<file path="config.mk">
export PLATFORM = sky130hd
export DESIGN_NAME = baopoco_quant_gain_ctrl
export DESIGN_NICKNAME = d
export VERILOG_FILES = /design/src/rtl/baopoco_quant_gain_ctrl.sv
export SDC_FILE = /design/constraint.sdc
export NUM_CORES = 1
export LEC_CHECK = 0
export ABC_AREA = 1
export CAP_MARGIN = 20
export CORE_MARGIN = 4
export CORE_UTILIZATION = 44
export DETAILED_ROUTE_END_ITERATION = 10
export PLACE_DENSITY = 0.75
export SLEW_MARGIN = 15
export SYNTH_ARGS = -nofsm -noshare
export SYNTH_HDL_FRONTEND = slang
export SYNTH_SLANG_ARGS = --single-unit
</file>
<file path="constraint.sdc">
create_clock -name user_clk -period 1.26 [get_ports user_clk]
set_input_delay 0.252 -clock user_clk [delete_from_list [all_inputs] [get_ports user_clk]]
set_output_delay 0.252 -clock user_clk [all_outputs]
set_load 0.02 [all_outputs]
</file>
<file path="src/rtl/baopoco_quant_gain_ctrl.sv">
// Double-buffered quantiser gain table update sequencer: toggle-bit register writes into the shadow bank,
// commits swap the live bank on spectrum sync. Optional bulk fill is enabled by defining QUANT_GAIN_FILL_EN.
module baopoco_quant_gain_ctrl #(
    parameter int ADDR_W = 10,
    parameter int GAIN_W = 16
) (
    input  logic              user_clk,
    input  logic              user_rst_n,
    input  logic [31:0]       reg_data,
    input  logic              sync_in,
    output logic              ram_we,
    output logic [ADDR_W:0]   ram_addr,
    output logic [GAIN_W-1:0] ram_din,
    output logic              bank_sel,
    output logic              commit_pending,
    output logic              busy,
    output logic              err,
    output logic [15:0]       swap_cnt
);

    typedef enum logic [1:0] {
        IDLE  = 2'd0,
        WRITE = 2'd1,
        ARM   = 2'd2
`ifdef QUANT_GAIN_FILL_EN
        , FILL = 2'd3
`endif
    } state_t;

    state_t              state_r;
    logic                prev_wr_r;
    logic                prev_cm_r;
    logic                held_wr_r;
    logic                held_cm_r;
    logic [ADDR_W-1:0]   held_addr_r;
    logic [GAIN_W-1:0]   held_gain_r;
    logic                wr_ev_s;
    logic                cm_ev_s;
    logic                idle_s;
    logic [ADDR_W-1:0]   ev_addr_s;
    logic [GAIN_W-1:0]   ev_gain_s;
    logic [ADDR_W-1:0]   src_addr_s;
    logic [GAIN_W-1:0]   src_gain_s;
    logic                start_wr_s;
    logic                start_arm_s;
    logic                take_wr_s;
    logic                park_wr_s;
    logic                wr_full_s;
    logic                park_cm_s;
    logic                drop_s;
    logic                unused_s;
`ifdef QUANT_GAIN_FILL_EN
    logic                held_fill_r;
    logic                ev_fill_s;
    logic                src_fill_s;
    assign ev_fill_s = reg_data[29];
`endif

    assign wr_ev_s   = reg_data[31] ^ prev_wr_r;
    assign cm_ev_s   = reg_data[30] ^ prev_cm_r;
    assign ev_addr_s = reg_data[16 +: ADDR_W];
    assign ev_gain_s = reg_data[GAIN_W-1:0];
    assign idle_s    = (state_r == IDLE);
    assign unused_s  = ^reg_data;

    // A parked write always wins over a fresh event; the fresh one then takes the freed slot.
    assign start_wr_s  = idle_s && (held_wr_r || wr_ev_s);
    assign start_arm_s = idle_s && !start_wr_s && (held_cm_r || cm_ev_s);
    assign take_wr_s   = idle_s && held_wr_r;
    assign park_wr_s   = wr_ev_s && !(idle_s && !held_wr_r);
    assign wr_full_s   = held_wr_r && !take_wr_s;
    assign park_cm_s   = cm_ev_s && (state_r != ARM) && !start_arm_s;
    assign drop_s      = (park_wr_s && wr_full_s) || (park_cm_s && held_cm_r);

    // Select write source: the held slot if occupied, else the live event fields.
    always_comb begin
        src_addr_s = ev_addr_s;
        src_gain_s = ev_gain_s;
`ifdef QUANT_GAIN_FILL_EN
        src_fill_s = ev_fill_s;
`endif
        if (held_wr_r) begin
            src_addr_s = held_addr_r;
            src_gain_s = held_gain_r;
`ifdef QUANT_GAIN_FILL_EN
            src_fill_s = held_fill_r;
`endif
        end else begin
            src_addr_s = ev_addr_s;
            src_gain_s = ev_gain_s;
`ifdef QUANT_GAIN_FILL_EN
            src_fill_s = ev_fill_s;
`endif
        end
    end

    // Control FSM with registered RAM port, status outputs and event slots.
    always_ff @(posedge user_clk) begin
        prev_wr_r <= reg_data[31];
        prev_cm_r <= reg_data[30];
        if (!user_rst_n) begin
            state_r        <= IDLE;
            held_wr_r      <= 1'b0;
            held_cm_r      <= 1'b0;
            held_addr_r    <= {ADDR_W{1'b0}};
            held_gain_r    <= {GAIN_W{1'b0}};
`ifdef QUANT_GAIN_FILL_EN
            held_fill_r    <= 1'b0;
`endif
            ram_we         <= 1'b0;
            ram_addr       <= {(ADDR_W+1){1'b0}};
            ram_din        <= {GAIN_W{1'b0}};
            bank_sel       <= 1'b0;
            commit_pending <= 1'b0;
            busy           <= 1'b0;
            err            <= 1'b0;
            swap_cnt       <= 16'd0;
        end else begin
            case (state_r)
                IDLE: begin
                    if (start_wr_s) begin
                        ram_we   <= 1'b1;
                        busy     <= 1'b1;
                        ram_din  <= src_gain_s;
`ifdef QUANT_GAIN_FILL_EN
                        if (src_fill_s) begin
                            state_r  <= FILL;
                            ram_addr <= {~bank_sel, {ADDR_W{1'b0}}};
                        end else begin
                            state_r  <= WRITE;
                            ram_addr <= {~bank_sel, src_addr_s};
                        end
`else
                        state_r  <= WRITE;
                        ram_addr <= {~bank_sel, src_addr_s};
`endif
                    end else if (start_arm_s) begin
                        state_r        <= ARM;
                        commit_pending <= 1'b1;
                    end
                end
                WRITE: begin
                    state_r <= IDLE;
                    ram_we  <= 1'b0;
                    busy    <= 1'b0;
                end
`ifdef QUANT_GAIN_FILL_EN
                FILL: begin
                    if (ram_addr[ADDR_W-1:0] == {ADDR_W{1'b1}}) begin
                        state_r <= IDLE;
                        ram_we  <= 1'b0;
                        busy    <= 1'b0;
                    end else begin
                        ram_addr <= ram_addr + {{ADDR_W{1'b0}}, 1'b1};
                    end
                end
`endif
                ARM: begin
                    if (sync_in) begin
                        state_r        <= IDLE;
                        bank_sel       <= ~bank_sel;
                        swap_cnt       <= swap_cnt + 16'd1;
                        commit_pending <= 1'b0;
                    end
                end
                default: begin
                    state_r        <= IDLE;
                    ram_we         <= 1'b0;
                    busy           <= 1'b0;
                    commit_pending <= 1'b0;
                end
            endcase

            if (park_wr_s && !wr_full_s) begin
                held_wr_r   <= 1'b1;
                held_addr_r <= ev_addr_s;
                held_gain_r <= ev_gain_s;
`ifdef QUANT_GAIN_FILL_EN
                held_fill_r <= ev_fill_s;
`endif
            end else if (take_wr_s) begin
                held_wr_r <= 1'b0;
            end

            if (start_arm_s) begin
                held_cm_r <= 1'b0;
            end else if (park_cm_s) begin
                held_cm_r <= 1'b1;
            end

            if (drop_s) begin
                err <= 1'b1;
            end
        end
    end

endmodule

</file>
==> results of run 1 <==
==> synthesized netlist by cell type <==
| cell type | number |
|---|---|
| a21oi_1 | 40 |
| a21oi_2 | 2 |
| a31oi_1 | 1 |
| buf_2 | 4 |
| buf_4 | 1 |
| buf_6 | 11 |
| clkbuf_1 | 9 |
| dfxtp_1 | 79 |
| ha_1 | 1 |
| inv_1 | 47 |
| inv_2 | 3 |
| nand2_1 | 71 |
| nand2_2 | 3 |
| nand3_1 | 7 |
| nand3_4 | 1 |
| nand4_1 | 1 |
| nand4_2 | 1 |
| nor2_1 | 77 |
| nor2_2 | 4 |
| nor3_1 | 1 |
| nor3_4 | 1 |
| o211a_1 | 1 |
| o21ai_0 | 63 |
| o21ai_1 | 20 |
| o21ai_2 | 7 |
| xnor2_1 | 1 |
| xor2_1 | 3 |
| xor2_2 | 1 |
==> report_power, final <==
group / switching [mW] / internal [mW] / leakage [nW]
Sequential: 0.152 / 2.82 / 0.657
Clock: 0.936 / 0.892 / 0.0979
Combinational: 1.10 / 0.754 / 1.28
==> worst paths after layout <==
kind	endpoint	slack, ns	depth (start not counted)
worst max-delay path	swap_cnt[7]	-0.05	9
worst min-delay path	prev_wr_r	0.31	1
worst max register to register	swap_cnt[7]	-0.05	9
worst min register to register	held_addr_r[7]	0.45	2
==> flip-flops by register name, indices dropped and copies added, names as in the netlist <==
| signal | count |
|---|---|
| held_gain_r | 16 |
| ram_din | 16 |
| swap_cnt | 16 |
| ram_addr | 11 |
| held_addr_r | 10 |
| state_r | 2 |
| bank_sel | 1 |
| busy | 1 |
| commit_pending | 1 |
| err | 1 |
| held_cm_r | 1 |
| held_wr_r | 1 |
| prev_cm_r | 1 |
| prev_wr_r | 1 |
==> cells in the final DEF, fill, tap and decap left out, types with 2 or more instances in the layout <==
master and count:
clkinv_2 2, nor2_1 73, nand3_1 4, nand2_1 67
nand3_4 2, o21ai_0 49, dfxtp_2 7, clkdlybuf4s15_2 9
xor2_1 3, buf_4 24, nor2_4 5, o21ai_2 25
a21oi_2 3, clkbuf_8 10, buf_6 2, buf_2 16
dfxtp_1 66, nand2_2 6, a21oi_1 39, clkdlybuf4s50_1 27
clkbuf_2 24, dfxtp_4 6, nand3_2 2, inv_2 4
nor2_2 3, o21ai_1 16, inv_1 45, buf_12 4
dlygate4sd2_1 2, clkbuf_16 3
==> worst register-to-register path: stages, from the launching register on <==
cell,delay (ns)
dfxtp_4,0.36
inv_2,0.06
nand3_1,0.08
buf_6,0.16
inv_4,0.05
nand2_2,0.06
nor2_4,0.14
nand2_1,0.10
o21ai_1,0.13
a21oi_1,0.06
==> what timing repair did <==
| action | 4_1_cts | 5_1_grt |
|---|---|---|
| cloned | 1 | 3 |
| resized for setup | 142 | 89 |
| setup endpoints to repair | 80 | 88 |
| pin swaps | 5 | 13 |
| buffers inserted | 4 | 2 |
==> metrics by stage <==
stage / worst slack [ns] / util [%] / hold WS [ns] / instances / setup TNS, ns
after floorplan: 0.0183 / - / 0.280 / 461 / 0
after global placement: -0.437 / 59.3 / 0.429 / 637 / -25.43
after detailed placement: -0.491 / 59.3 / 0.437 / 637 / -27.94
after CTS: -0.00181 / 63.2 / 0.262 / 658 / -0.00293
after global routing: -0.136 / 63.8 / 0.303 / 663 / -2.00
final: -0.0460 / 63.8 / 0.305 / 663 / -0.139
==> layer usage <==
layer / track usage, % / share of wire [%]
met2: 32.1 / 51
met4: 6.64 / 1.5
met1: 22.8 / 43
met3: 3.44 / 4.3
met5: 0 / 0
==> cell type report <==
class / count / share of cell area, %
timing repair buffer: 112 / 20.4
inverter: 50 / 4.02
multi-input combinational: 307 / 34.8
clock buffer: 12 / 3.52
tap: 99 / 2.62
clock inverter: 4 / 0.556
sequential: 79 / 34.1
==> cell families after synthesis <==
logic type	after synthesis	share of synthesized area (%)
and+or+nand+nor	167	20.2
AOI/OAI and AO/OA	134	20.8
DFF	79	46.2
buffers and inverters	75	10.9
xor gates and xnor gates	5	1.50
adders and majority gates	1	0.366
==> impl_summary.md, run 1 <==
GRT
The number of antenna violations at the first check in global routing is 0. The maximum number of pins on one net before global-route repair is 53. The via count of the first global-routing pass is 3033. The total global routing track utilization is 18.5%. The overflow left after global routing is 0. The first-pass GRT wire length is 13400 um.

Place
In this run the tool buffered the top-level ports with 78 buffer cells. The final RePlAce weighted congestion is 0.795. Once placement finished, the instance area stood at ~4400 um^2. The post-detailed-placement half-perimeter wirelength is 5490 um.

Status
The flow ran to the end, but the final reports show violations. The checks that failed: setup timing.

Timing
For the pin with the worst max-slew slack, the measured transition is 0.394 ns. Static timing analysis puts the maximum clock frequency at 0.766 GHz. Setup repair after global routing could not meet its margin everywhere. Dividing the final minimum period by the clock period gives 104%. On the final layout, the worst clock skew is 0.00755 ns. The count of final max-slew check failures is 0. The setup slack of the critical path after layout is -0.0460 ns. The routed design could run at a clock period as short as 1.31 ns. The number of failing hold endpoints at the final stage was 0.

The tightest slew margin relative to the limit is 73.7%. Setup violations remaining at the end of the flow were counted as 12.

Cells and area
With fillers left out, the area of the finished cells amounts to 4730 um^2. The multi-input combinational cell area is 1640 um^2. Summing all flip-flop and latch instances after layout gives 1610 um^2. For this run, the post-layout net count is 595. The fill cell total of the finished layout is around 630. In the final layout, the share of cells above drive strength 1 is 29.6%. Compared with the post-synthesis result, the final layout area differs by 38.2%. The repair_antennas step left the layout with diodes totalling 0.

Worst setup path
The launch point of the worst reg-to-reg path is state_r[0]. STA classifies the critical path startpoint as a register. Grouping stages by cell kind, the critical path spends the most delay in simple AND/OR/NAND/NOR gates. For the worst setup path, the data arrival time is between 1.5 and 2 ns. Traced cell by cell, the critical path runs through inv_2, nand3_1, buf_6, inv_4, nand2_2, nor2_4, nand2_1, o21ai_1, a21oi_1. The largest fanout of any net on the critical path is 6. The largest single stage delay on the critical path is 0.36 ns.

The number of buffer and inverter instances along the worst setup path is 3. The classification of the worst setup path is reg -> reg. The worst setup path is captured at a register. The slowest stage of the critical path is the dfxtp_4 cell.

The data required time at the worst endpoint is roughly 1.5 ns. In this run the worst setup path begins at state_r[0].

Drt
The vias per cell is 4.97. Detailed routing inserted a total of 3297 vias. The antenna violation net count after detailed routing is 0.

Dividing the detail-routed wire length by the instance count gives 13.4 um. The number of remaining DRC errors is 0. The iteration count of the initial detailed-routing pass is 4. The violation count after the first detailed-route iteration is 136.

Summed over all layers, the routed wires come to ~9000 um.

Clock tree
In this run, CTS created clock tree buffers numbering 9. The number of hold buffers added after CTS was 0. The clock passes through at most 2 buffers. TritonCTS built the clock tree.

The later pin in the worst-skew pair is clocked with a latency of 0.35 ns. In this run the number of H-tree levels came out at 3. The TritonCTS sink count is 79.

The buffer type at the clock tree root is clkbuf_8. Clock-pin slew was measured on the worst setup and hold paths at 0.08 ns.

Floorplan
The die height is 96.2 um. The number of primary I/O pins is 83. After floorplanning, the core was sized to cover between 7000 and 8000 um^2.

The initial utilization of the core area, before any placement, comes to 46.2%. The floorplan die width is 96.2 um. The total number of placement rows is 31. The die covers between 9000 and 10000 um^2.

Pwr
The power per cell area is 1410 nW/um^2. Summed over all cells, the static leakage comes to roughly 2.0 nW. Across the VDD grid, the largest voltage drop is 0.000949 V. Total power for the finished layout comes to 6.66 mW.

Run
The number of violations of the max-capacitance limit is 0.

Synth
The largest area contributor in the netlist is dfxtp_1. The synthesized netlist net count is 497. After synthesis, the netlist uses 28 different library cells.

Synthesis produced 461 cells. The synthesis warning total is 0. Ranked by total cell area, the synthesized netlist is headed by dfxtp_1 (46%), o21ai_0 (9.2%), nor2_1 (8.4%), nand2_1 (7.8%), a21oi_1 (5.9%). The cell area that synthesis handed to floorplanning was between 3000 and 4000 um^2. The post-synthesis register bit count is just under 80. A synthesized cell averages 7.42 um^2. The share of the yosys chip area belonging to registers is 46.2%. Of the post-synthesis cell area, the dominant cell type holds 46.2%.

Hold path
The worst hold path begins at reg_data[31]. The path type of the worst min-delay path is in -> reg.
(Power assumes the default switching activity.)
==> run 2: changes to the inputs <==
clock period = 1.2 ns   (was 1.26 ns; I/O delays follow)
==> run 2 against run 1 <==
Net effect: the flow still finishes with violations (setup timing); fmax up 0.54%; worst hold slack worse by 0.0070 ns; sequential power up 5%; final cell count up 2.3%; largest power group unchanged; critical path depth down 3; worst setup slack worse by 0.053 ns; die area unchanged; global-route usage up 0.11 points; critical path type unchanged; clock power up 23%.
==> impl_summary.md, run 2 (synthesis gave the netlist of run 1 again) <==
Status
The run finished, with violations left. The checks that failed: setup timing.

Worst setup path
Traced cell by cell, the critical path runs through nor2_4, inv_2, nand2_4, nand3_2, buf_16, a21oi_1. On the critical path the largest part of the delay comes from simple AND/OR/NAND/NOR gates. The type of destination of the critical path is a register. The critical path in this run is classified as reg -> reg. The critical path data arrival time is 1.58 ns (+0.04 ns). The largest incremental delay on the critical path is 0.37 ns (about the same). The number of buffer and inverter instances along the worst setup path is 2 (-1). The largest fanout of any net on the critical path came to 15 (+9). STA classifies the critical path startpoint as a register. For this design, the slowest cell found on the critical path is dfxtp_4. The data required time at the worst endpoint is 1.48 ns (about the same).

Cells and area
The number of non-filler instances in the completed layout is 678 (+2.3%). The library cell used most frequently in the layout, excluding fill and tap cells, is nand2_1. The final layout net count came to 610 (+2.5%). The largest registers in the layout are held_gain_r x16, ram_din x16, swap_cnt x16.

Compared with the post-synthesis result, the final layout area differs by 48.0%. The share of layout cells above drive strength 1 is 37.8% (+8.2 points). In the layout the commonest cells are nand2_1 (64), dfxtp_1 (62), buf_2 (50).

The antenna diode count is 0 (unchanged).

Clock tree
The maximum buffer depth of the clock tree is 2 (unchanged). The clock transition time at the flip-flop clock pins of the worst setup and hold paths is 0.08 ns (about the same). The total clock buffers created by CTS is 9 (unchanged).

The clock tree from TritonCTS is done. The buffer type at the clock tree root is clkbuf_8. The TritonCTS sink count is 79 (unchanged). The H-tree depth reported by CTS is 3 (unchanged).

The clock insertion delay at the later pin of the skew report was 0.36 ns (about the same). The number of buffers inserted by hold repair at cts was 0 (unchanged).

Place
The placed cell count came to 647 (+1.6%). The worst-case setup slack after placement is -0.485 ns (+0.00612 ns). The number of port buffers is 78 (unchanged). The final RePlAce weighted congestion came to 0.836 (+5.2%). The post-detailed-placement half-perimeter wirelength is 5430 um (-1.1%).

Floorplan
The number of primary I/O pins is 83 (unchanged). The initial core utilization is 46.2% (unchanged). The die height is 96.2 um (unchanged). The total number of placement rows is 31 (unchanged). The floorplan die width is 96.2 um (unchanged). The overall die area is 9250 um^2 (unchanged). The area of the core is 7410 um^2 (unchanged).

Drt
The vias per cell is 4.99 (+0.37%). The total wirelength of the detailed-routed design was 9350 um (+5.6%). The post-detailed-route wirelength per cell is 13.8 um (+3.2%). The violation count after the first detailed-route iteration is 105 (-23%).

The number of remaining DRC errors was 0 (unchanged). The antenna violation net count after detailed routing is 0 (unchanged). The via count of the routed design is 3384 (+2.6%).

The iteration count of the initial detailed-routing pass was 4 (unchanged).

Timing
The count of final setup violators is 49 (+37). The count of final max-slew check failures is 0 (unchanged). The final critical path time including I/O delays and setup was 1.30 ns (-0.00696 ns). The share of the cycle needed by the critical path after routing was 108% (+4.6 points). Setup repair after global routing could not meet its margin everywhere. The maximum frequency from static timing analysis was 0.770 GHz (+0.54%). The actual transition at the worst max-transition pin is 0.422 ns (+0.0278 ns). The worst hold slack is 0.298 ns (-0.00698 ns). The worst-case clock skew was 0.00883 ns (+0.00128 ns). The setup slack of the critical path after layout is -0.0990 ns (-0.0530 ns). The number of failing hold endpoints at the final stage was 0 (unchanged). The tightest slew margin relative to the limit was 71.9% (-1.9 points).

GRT
The first-pass GRT wire length was 13600 um (+1.3%). The number of antenna violations at the first check in global routing was 0 (unchanged). The total global routing track utilization is 18.6% (+0.11 points). The via count of the first global-routing pass is 3048 (+0.49%). The overflow left after global routing is 0 (unchanged). The maximum number of pins on one net before global-route repair is 53 (unchanged).

Pwr
The static leakage is 2.23 nW (+9.5%). The maximum vdd ir drop is 0.000905 V (-4.6%). The total power after layout is 7.65 mW (+15%). The power per cell area is 1510 nW/um^2 (+7.2%).

Run
The number of violations of the max-capacitance limit came to 0 (unchanged).

Hold path
The path type of the worst min-delay path is in -> reg.
run 2: final cells by class:
class                   count  area [um^2]
clock buffers              13          190
clock inverters             3         46.3
fillers                   583         2340
inverters                  50          195
multi-input cells         308         1800
flip-flops and latches     79         1630
well taps                  99          124
repair buffers            126         1080
run 2: metal layers:
layer  GRT usage [%]  wire [um]  up-vias
li1                -          -     1714
met1            22.3       4020     1553
met2            31.1       4560       93
met3            5.24        515       24
met4            7.94        261        0
met5               0          0        -
run 2: per-stage QoR:
stage | instance area, um^2 | util, % | TNS (ns)
2_1_floorplan | 3470 | - | 0
3_3_place_gp | 4520 | 61.0 | -29.90
3_5_place_dp | 4520 | 61.0 | -30.91
4_1_cts | 4710 | 63.6 | -1.66
5_1_grt | 5060 | 68.3 | -6.50
6_report | 5060 | 68.3 | -2.07
run 2: what timing repair did:
item,4_1_cts,5_1_grt
setup endpoints to repair,110,81
resized for setup,205,115
pin swaps,7,18
gates cloned,2,6
buffers inserted,4,3
run 2: where the power goes:
| part | internal, mW | total, mW | switching (mW) |
|---|---|---|---|
| logic | 0.975 | 2.26 | 1.28 |
| registers | 2.96 | 3.13 | 0.177 |
| clock network | 1.26 | 2.26 | 0.996 |
run 2: worst paths after layout:
path         slack (ns)  cells after the start               to            start
max reg2reg        -0.1                      6   held_addr_r[8]       state_r[1]
max                -0.1                      6   held_addr_r[8]       state_r[1]
min                0.30                      1        prev_wr_r     reg_data[31]
min reg2reg        0.44                      2  held_gain_r[15]  held_gain_r[15]
==> run 3: changes to the inputs <==
PLACE_DENSITY = 0.72   (was 0.75)
clock period = 1.6 ns   (was 1.2 ns; I/O delays follow)
==> run 3 against run 2 <==
Net effect: the flow now finishes without violations; final area shrank 11%; wire length fell by 21%; non-clock buffer count decreased by 30; largest cell class is now registers; largest power group unchanged.
==> impl_summary.md, run 3 (synthesis gave the netlist of run 1 again) <==
Status
The flow ran to the end, and the final reports show no timing, DRC or antenna violations.

Timing
The worst hold slack was 0.419 ns (+0.121 ns). The worst-case clock skew came to 0.00832 ns (-0.000513 ns). Dividing the final minimum period by the clock period gives 90.2%.

The final critical path time including I/O delays and setup is approximately 1.4 ns. The maximum frequency from static timing analysis is 0.693 GHz. Setup repair after global routing left no endpoint under its margin. The count of final setup violators is 0 (-100%).

The tightest slew margin relative to the limit came to 74.2% (+2.4 points). The actual transition at the worst max-transition pin was 0.386 ns (-0.0353 ns). The count of final max-slew check failures was 0 (unchanged).

The number of failing hold endpoints at the final stage was 0 (unchanged).

Cells and area
The fill cell total of the finished layout came to 714 (+22%). The multi-input combinational cell area is 1470 um^2 (-18%). In the final layout, the registers with the most flip-flops are held_gain_r x16, ram_din x16, swap_cnt x16. The footprint of the flip-flops and latches was 1580 um^2 (-2.7%). The area growth from synthesis to layout is 31.5%. The final layout net count is 579 (-5.1%). The share of layout cells above drive strength 1 is 10.6% (-27 points). The post-layout instance area is 4500 um^2 (-11%). The share of the core filled with cells in the final layout is 60.7% (-7.7 points). The most common cell after layout, fill and taps aside is dfxtp_1. In the layout the commonest cells are dfxtp_1 (79), nor2_1 (76), nand2_1 (71). The antenna diode count is 0 (unchanged).

Floorplan
The area of the core is 7410 um^2 (unchanged). The number of primary I/O pins came to 83 (unchanged). The overall die area came to 9250 um^2 (unchanged).

The floorplan die width is 96.2 um (unchanged). The die height is 96.2 um (unchanged). The total number of placement rows is 31 (unchanged). The initial core utilization is 46.2% (unchanged).

GRT
The via count of the first global-routing pass is 2776 (-8.9%). The first-pass GRT wire length is 12100 um (-11%). The overflow left after global routing was 0 (unchanged).

The maximum number of pins on one net before global-route repair came to 47 (-11%). The number of antenna violations at the first check in global routing is 0 (unchanged). The total global routing track utilization came to 16.5% (-2.1 points).

Worst setup path
The data required time at the worst endpoint is 1.28 ns (-0.20 ns). The largest fanout of any net on the critical path is 5 (-10). The critical path data arrival time is 1.12 ns (-0.46 ns). The signal on the critical path passes through dlygate4sd2_1. The classification of the worst setup path is reg -> out.

For this design, the slowest cell found on the critical path is dfxtp_1. The number of buffer and inverter instances along the worst setup path came to 1 (-1). STA classifies the critical path startpoint as a register.

In this design, the largest share of critical-path delay is due to flip-flops. STA classifies the critical path endpoint as an output pin. The largest incremental delay on the critical path was 0.42 ns (+0.05 ns).

Pwr
The power per cell area came to 1190 nW/um^2 (-21%). The static leakage was 2.02 nW (-9.3%). The maximum vdd ir drop is 0.000622 V (-31%).

Place
The number of port buffers is 78 (unchanged). The post-detailed-placement half-perimeter wirelength is 5130 um (-5.6%). The final RePlAce weighted congestion is 0.786 (-5.9%).

The standard cell area after detailed placement is 4320 um^2 (-4.4%).

Hold path
In this run the worst hold path is classified as in -> reg.

Drt
The post-detailed-route wirelength per cell is 11.4 um (-17%). The antenna violation net count after detailed routing was 0 (unchanged). The number of remaining DRC errors came to 0 (unchanged). The vias per cell is 4.86 (-2.7%). The total wirelength of the detailed-routed design is 7360 um (-21%). The violation count after the first detailed-route iteration was 116 (+10%). The via count of the routed design was 3138 (-7.3%). The iteration count of the initial detailed-routing pass is 4 (unchanged).

Clock tree
The total clock buffers created by CTS is 9 (unchanged). The H-tree depth reported by CTS was 3 (unchanged). The number of buffers inserted to repair setup after CTS was 0 (-4).

The clock insertion delay at the later pin of the skew report came to 0.34 ns (-0.02 ns). The buffer type at the clock tree root is clkbuf_8. The TritonCTS sink count was 79 (unchanged). The number of buffers inserted by hold repair at cts is 0 (unchanged). The clock transition time at the flip-flop clock pins of the worst setup and hold paths is 0.08 ns (about the same).

The maximum buffer depth of the clock tree is 2 (unchanged). TritonCTS built the clock tree.

Run
The number of violations of the max-capacitance limit is 0 (unchanged).
run 3: cell types whose count changed in the layout (fill, tap and decap cells not counted), moves of 6 or more:
cell	change
buf_2	-49
buf_4	-18
dfxtp_1	+17
dfxtp_2	-8
dfxtp_4	-9
dlygate4sd2_1	+47
nand2_1	+7
nand3_1	+6
nor2_1	+27
nor2_2	-19
nor2_4	-8
o21ai_0	+27
o21ai_1	-9
o21ai_2	-17
run 3: timing repair:
item / in CTS / in global routing
cloned: 0 / 0
setup endpoints to repair: 48 / 1
pin swaps: 0 / 0
resized for setup: 48 / 1
run 3: power breakdown:
part           total, mW  switching, mW  internal, mW
Sequential          2.33          0.104          2.23
Clock               1.74          0.719          1.02
Combinational       1.27          0.761         0.512
Total               5.35           1.58          3.76
run 3: worst paths after layout:
check	depth (start not counted)	slack, ns	endpoint	startpoint
worst max register to register	6	0.17	swap_cnt[12]	swap_cnt[1]
worst max-delay path	1	0.16	swap_cnt[2]	swap_cnt[2]
worst min-delay path	3	0.42	swap_cnt[2]	user_rst_n
worst min register to register	2	0.45	held_gain_r[15]	held_gain_r[15]
run 3: stage by stage:
stage	std cells	setup slack (ns)	setup TNS [ns]	power, mW
global placement	631	-0.165	-6.07	3.73
CTS	646	0.135	0	5.41
floorplan	461	0.154	0	3.25
global route	646	0.0202	0	5.65
finish	646	0.156	0	5.35
detailed placement	631	-0.206	-8.59	3.77
run 3: layout make-up:
type	count	share of cell area, %
clock inverter	6	2.45
tap	99	2.75
sequential	79	35.2
inverter	50	4.17
clock buffer	9	2.75
timing repair buffer	96	20.0
multi-input combinational	307	32.7
run 3: metal layers:
metal | GRT usage, % | up-vias | routed length [um]
li1 | - | 1644 | -
met1 | 19.8 | 1416 | 3380
met2 | 27.5 | 68 | 3480
met3 | 3.91 | 10 | 384
met4 | 8.29 | 0 | 118
met5 | 0 | - | 0
